==> src/rtl/fetch_stage.sv <==
// Instruction-fetch stage: owns the PC, addresses the asynchronous instruction
// memory and captures the returned word into the IF/ID pipeline register.
// Redirects resolved in ID (branch / jump / jump-register) come back through
// pc_src. The hazard unit supplies stall and flush.
module fetch_stage #(
    parameter logic [31:0] RESET_PC = 32'h0000_0000,
    parameter logic [31:0] NOP_INST = 32'h0000_0000
) (
    input  logic        clk,
    input  logic        rst,
    input  logic        stall,
    input  logic        flush,
    input  logic [1:0]  pc_src,
    input  logic [31:0] branch_off,
    input  logic [25:0] jmp_idx,
    input  logic [31:0] jr_target,
    output logic [31:0] inst_adr,
    input  logic [31:0] inst_in,
    output logic [31:0] ifid_inst,
    output logic [31:0] ifid_pc4,
    output logic        ifid_valid,
    output logic [31:0] fetch_cnt
);

    localparam logic [1:0] SRC_SEQ    = 2'b00;
    localparam logic [1:0] SRC_BRANCH = 2'b01;
    localparam logic [1:0] SRC_JUMP   = 2'b10;
    localparam logic [1:0] SRC_JR     = 2'b11;

    logic [31:0] pc;
    logic [31:0] pc4;
    logic [31:0] redirect_pc;

    // The memory is asynchronous, so the PC register addresses it directly.
    assign inst_adr = pc;

    // Sequential successor; wraps modulo 2^32.
    assign pc4 = pc + 32'd4;

    // Redirect targets are relative to the instruction now sitting in ID,
    // hence ifid_pc4 rather than the fetch-side pc4.
    always_comb begin
        redirect_pc = pc4;
        case (pc_src)
            SRC_SEQ:    redirect_pc = pc4;
            SRC_BRANCH: redirect_pc = ifid_pc4 + {branch_off[29:0], 2'b00};
            SRC_JUMP:   redirect_pc = {ifid_pc4[31:28], jmp_idx, 2'b00};
            SRC_JR:     redirect_pc = jr_target;
            default:    redirect_pc = pc4;
        endcase
    end

    // PC, IF/ID register and fetch counter.
    // Priority: rst > stall > redirect/flush > normal fetch.
    // A redirect always bubbles IF/ID: the word fetched this cycle is on the
    // wrong path. Under stall, flush still bubbles IF/ID while the PC holds.
    always_ff @(posedge clk) begin
        if (rst) begin
            pc         <= RESET_PC;
            ifid_inst  <= NOP_INST;
            ifid_pc4   <= 32'd0;
            ifid_valid <= 1'b0;
            fetch_cnt  <= 32'd0;
        end else if (stall) begin
            if (flush) begin
                ifid_inst  <= NOP_INST;
                ifid_pc4   <= 32'd0;
                ifid_valid <= 1'b0;
            end
        end else if (pc_src != SRC_SEQ) begin
            pc         <= redirect_pc;
            ifid_inst  <= NOP_INST;
            ifid_pc4   <= 32'd0;
            ifid_valid <= 1'b0;
        end else begin
            pc <= pc4;
            if (flush) begin
                ifid_inst  <= NOP_INST;
                ifid_pc4   <= 32'd0;
                ifid_valid <= 1'b0;
            end else begin
                ifid_inst  <= inst_in;
                ifid_pc4   <= pc4;
                ifid_valid <= 1'b1;
                fetch_cnt  <= fetch_cnt + 32'd1;
            end
        end
    end

endmodule

==> config.mk <==
export PLATFORM = sky130hd
export DESIGN_NAME = fetch_stage
export DESIGN_NICKNAME = d
export VERILOG_FILES = /design/src/rtl/fetch_stage.sv
export SDC_FILE = /design/constraint.sdc
export NUM_CORES = 1
export LEC_CHECK = 0
export CAP_MARGIN = 20
export CORE_ASPECT_RATIO = 0.75
export CORE_MARGIN = 2
export CORE_UTILIZATION = 42
export DETAILED_ROUTE_END_ITERATION = 8
export GPL_TIMING_DRIVEN = 0
export PLACE_DENSITY = 0.8
export SLEW_MARGIN = 0
export SYNTH_ARGS = -nofsm -noshare
export SYNTH_HDL_FRONTEND = slang
export SYNTH_SLANG_ARGS = --single-unit
export TNS_END_PERCENT = 10
==> constraint.sdc <==
create_clock -name clk -period 3 [get_ports clk]
set_clock_uncertainty 0.15 [all_clocks]
set_input_delay 0.9 -clock clk [delete_from_list [all_inputs] [get_ports clk]]
set_output_delay 0.9 -clock clk [all_outputs]
set_load 0.01 [all_outputs]
# Yosys cells after proc, flatten, opt, wreduce, memory -nomap -nowiden
# Index checks and enable logic that the tools add are counted.
dict set report word_totals {
  reg_bits 129
  input_bits 128
  out_inout_bits 129
  word_cells 31
}
dict set report classes {
  addsub 3
  mux 13
  n_eq_ne 4
  bitwise 3
  n_reduce_logical 3
}
# cell count
set ops {}
lappend ops {{$mux W32} 8}
lappend ops {{$pmux W32 S4} 1}
lappend ops {{$add A32 B1 Y32 const B} 1}
lappend ops {{$add A32 B3 Y32 const B} 1}
lappend ops {{$add A32 B32 Y32} 1}
lappend ops {{$eq A2 B2 Y1 const B} 2}
lappend ops {{$mux W1} 4}
lappend ops {{$not A1 Y1} 3}
lappend ops {{$reduce_and A3 Y1} 1}
lappend ops {{$eq A2 B1 Y1 const B} 1}
lappend ops {{$logic_not A2 Y1} 1}
lappend ops {{$ne A2 B1 Y1 const B} 1}
lappend ops {{$reduce_bool A2 Y1} 1}

# Logic depth before layout (Yosys ltp)
dict set report logic_depth {
  depth_word 4
  ltp_mapped 11
  mapped_depth_nobuf 11
}

# Worst setup path before layout
# No wires, ideal clock.
dict set report synth_timing {
  path_type {input-to-reg}
  from {in branch_off[0]}
  to {reg pc[14], in the netlist inst_adr[14]}
  required_time_ns 2.713
  path_buffers 0
  setup_time_ns 0.137
  cell_stages 11
  arrival_ns 2.904
  setup_slack_ns -0.191
  path_cell_list {ha_1 -> inv_1 -> fa_1 -> nand2b_1 -> a21oi_1 -> o32ai_1 -> o31ai_2 -> xnor2_1 -> mux4_2 -> nor2_1 -> a211oi_1}
}
dict set report synth_between {
  elab_chain_cells 3
}
# element line
set synth_lines {}
lappend synth_lines {{from (decl)} 14} ;# input logic [31:0] branch_off,
lappend synth_lines {{$add A32 B32 Y32} 46} ;# SRC_BRANCH: redirect_pc = ifid_pc4 + {branch_off[29:0], 2'b00};
lappend synth_lines {{$pmux W32 S4} 44} ;# case (pc_src)
lappend synth_lines {{$mux W32} 70} ;# end else if (pc_src != SRC_SEQ) begin
lappend synth_lines {{to (signal assigned)} 71} ;# pc <= redirect_pc;
lappend synth_lines {{to (signal assigned)} 76} ;# pc <= pc4;
lappend synth_lines {{to (decl)} 30} ;# logic [31:0] pc;
# Every way passes these cells.
# A chain may end at the register's enable or synchronous reset.

# Final worst setup path
dict set report layout_timing {
  from {in branch_off[0]}
  to {reg pc[29], in the netlist inst_adr[29]}
}
# The elaborated chain is that of the path after synthesis.

==> results.ini <==
[status]
status=complete, but fails checks
violations=negative setup slack

[cts]
cts_sinks=129
clock_path_buffers=2
clk-insertion-delay-late_ps=420
root_buffer=clkbuf_16
cts_tree=built
clk_pin_slew_ps=70
cts-htree-levels=4
cts_buffers=17
cts_hold_buf=0

[layout]
stdcell_area_sq_mm=0.0120
utilization=0.653
num-fill-cells=1559
area_growth_pct=53.7
drive_gt1_frac=0.135
layoutNonFillerInstCount=1533
nNetsFinal=1432
regArea_sq_mm=0.00258
multi_input_comb_area_sq_mm=0.00546

[power]
p_switching_mw=1.34
internal_power_mw=3.51
power_density_mw_per_mm2=405
p_leak_nw=4.42
power_frac_comb=0.173
power_frac_seq=0.376
swShare=0.277
peakVddDrop_v=0.000318
clockPowerShare=0.451

[sta]
min_period_over_period=1.02
drv_slew=0
worst_slack_ps=-53.5
finalSetupViolCount=4
rsz0062_at_grt=true
hold_viol=0
fin_crit_ps=3050
max_clock_freq_mhz=327
tightest_slew_ps=899
slew_headroom=0.398

[global_routing]
grt_max_degree=17
antenna_found_initial=1
use_met1=0.422
gr-usage-met3=0.0804
overflow=0
grt-busiest-layer=met2
met2_usage=0.471
grt_pass1_wl_microns=46900
grt_usage=0.309
grt_pass1_vias=8338

[run]
maxCapViolCount=0

[setup_path]
path_common_cell=buf_4
cp-start-kind=input port
crit_slowest_cell=a2111oi_4
critPathKind=in2reg
cpPeakStageDelay_ps=400
crit_chain=buf_8, ha_4, buf_4, a211oi_4, nor2_4, a2111oi_4, buf_4, o31a_1, o21ai_4, buf_4, a211o_1, a21boi_2, nor4_1
rr_startpoint=ifid_pc4[3]$_SDFFE_PP0P_
critical_path_arrival_ps=3200
reg2regPathDepth=11
cp.required_ps=3150
cp_max_fo=3
regToRegSetupSlack_ps=80
r2r-end=inst_adr[29]$_SDFFE_PP0N_
path_buf_inv=4
cp-end-kind=flop
critical-path-top-delay-family=compound AO/OA/AOI/OAI gates

[place]
port_buffers=252
hpwlAfterDp_microns=23200
dp_cells=1481
place_area_sq_mm=0.0107
gp_congestion=0.941

[logic_synthesis]
synth_nets=1142
netlist_top_cells_area=dfxtp_1, nor2_1, a22oi_1
synth_commonest_cells=nor2_1, dfxtp_1, nand2_1
synth_cells=982
seq_area_frac_synth=0.331
ys_ff_latch=129
async_flop_share=0
synth_edf_count=0
avgSynthCellArea_sq_um=7.94
yosysMostFrequentCell=nor2_1
synth_warnings=0
netlist_area_sq_mm=0.00779
yosysTopAreaCellShare=0.331
yosysUniqueCellTypes=76
synthFlopType=dfxtp_1
synth_area_leader_cell=dfxtp_1

[hold_path]
hold_path.class=reg2reg
holdPathEnd=ifid_valid$_SDFFE_PP0P_
whs_path_depth=2
hold_path_startpoint=ifid_valid$_SDFFE_PP0P_

[routing]
ant_nets=0
drtIter0Drc=1043
drc=0
drt_wl_total_microns=31900
vias=9074
drt_first_pass_iters=6
avgViaCountPerCell=5.92
routedWlPerCell_microns=20.8

[floorplanning]
core-area_sq_mm=0.0183
fp.dieArea_sq_mm=0.0197
boundaryPins=257
chipWidth_microns=161
start_util=0.425
die_height_microns=122
num_rows=43

==> worst max path at each step <==
stage                                      endpoint  slack [ps]           start  cells after the start
final                     inst_adr[29]$_SDFFE_PP0N_         -50   branch_off[0]                     13
after global placement    inst_adr[26]$_SDFFE_PP0N_       -1000   branch_off[0]                     12
after detailed placement  inst_adr[26]$_SDFFE_PP0N_       -1010   branch_off[0]                     12
after floorplan           inst_adr[25]$_SDFFE_PP0N_         -70  branch_off[10]                     10
after global routing      inst_adr[31]$_SDFFE_PP0N_        -110  branch_off[24]                     10
after CTS                 inst_adr[25]$_SDFFE_PP0N_         -60   branch_off[9]                     11
==> worst register-to-register path, cell delays in order, from the launching register on <==
cell and delay, ps:
dfxtp_1 460, ha_4 260, a211oi_4 310, nor2_4 80, a2111oi_4 410, buf_4 190
o31a_1 200, o21ai_4 90, buf_4 150, a211o_1 290, a21boi_2 140, nor4_1 60
==> metal layers <==
layer | share of wire | vias to the layer above
li1 | - | 4124
met1 | 0.43 | 4316
met2 | 0.44 | 559
met3 | 0.11 | 75
met4 | 0.030 | 0
met5 | 0 | -
==> flip-flops by register name, indices dropped and copies added (netlist names) <==
name	flops
ifid_inst	32
inst_adr	32
ifid_pc4	32
fetch_cnt	32
ifid_valid	1
==> metrics by stage <==
stage	hold WS, ps	setup slack, ps	power [mW]	TNS, ps
final	339	-53.5	4.86	-86.2
after floorplan	351	-68.2	2.20	-267
after global routing	367	-109	5.00	-379
after CTS	342	-61.8	4.82	-118
after detailed placement	328	-1010	2.61	-50150
after global placement	319	-1000	2.60	-47800
==> cell usage in the layout, fill, tap and decap left out, types with 23 or more instances in the layout <==
cell type / synthesis / layout
nand3_1: 37 / 34
o21ai_0: 45 / 37
clkbuf_1: 49 / 38
xnor2_1: 35 / 35
nand2_1: 83 / 81
a22oi_1: 61 / 61
clkdlybuf4s50_1: 0 / 235
nor2_1: 150 / 144
a21oi_1: 70 / 61
buf_4: 2 / 23
xor2_1: 34 / 34
dfxtp_1: 129 / 129
==> logic make-up (layout without fill, tap and decap cells) <==
group	count (synthesis)	count (layout)	synth area share
AOI/OAI and AO/OA	279	279	0.242
other	0	1	0
muxes	19	19	0.0331
xor gates and xnor gates	69	69	0.0775
and+or+nand+nor	370	370	0.222
DFF	129	129	0.331
buffers and inverters	84	387	0.0421
adders and majority gates	32	32	0.0523
==> power groups by stage <==
stage / combinational (mW) / clock (mW) / sequential, mW
after global routing: 0.888 / 2.29 / 1.83
after floorplan: 0.344 / 0 / 1.86
final: 0.841 / 2.19 / 1.83
after CTS: 0.800 / 2.20 / 1.82
after global placement: 0.743 / 0 / 1.86
after detailed placement: 0.751 / 0 / 1.86
==> layout make-up <==
type | instances | share of cell area
Antenna cell | 1 | 0.000209
Buffer | 58 | 0.0211
Clock buffer | 18 | 0.0367
Clock inverter | 14 | 0.0151
Inverter | 22 | 0.00689
Multi-Input combinational cell | 769 | 0.455
Sequential cell | 129 | 0.216
Tap cell | 247 | 0.0258
Timing Repair Buffer | 275 | 0.223
==> timing repair <==
action | 4_1_cts | 5_1_grt
gates cloned | 0 | 0
setup endpoints to repair | 47 | 54
resized for setup | 110 | 44
pin swaps | 32 | 21
setup buffers | 16 | 7
(Power assumes the default switching activity.)
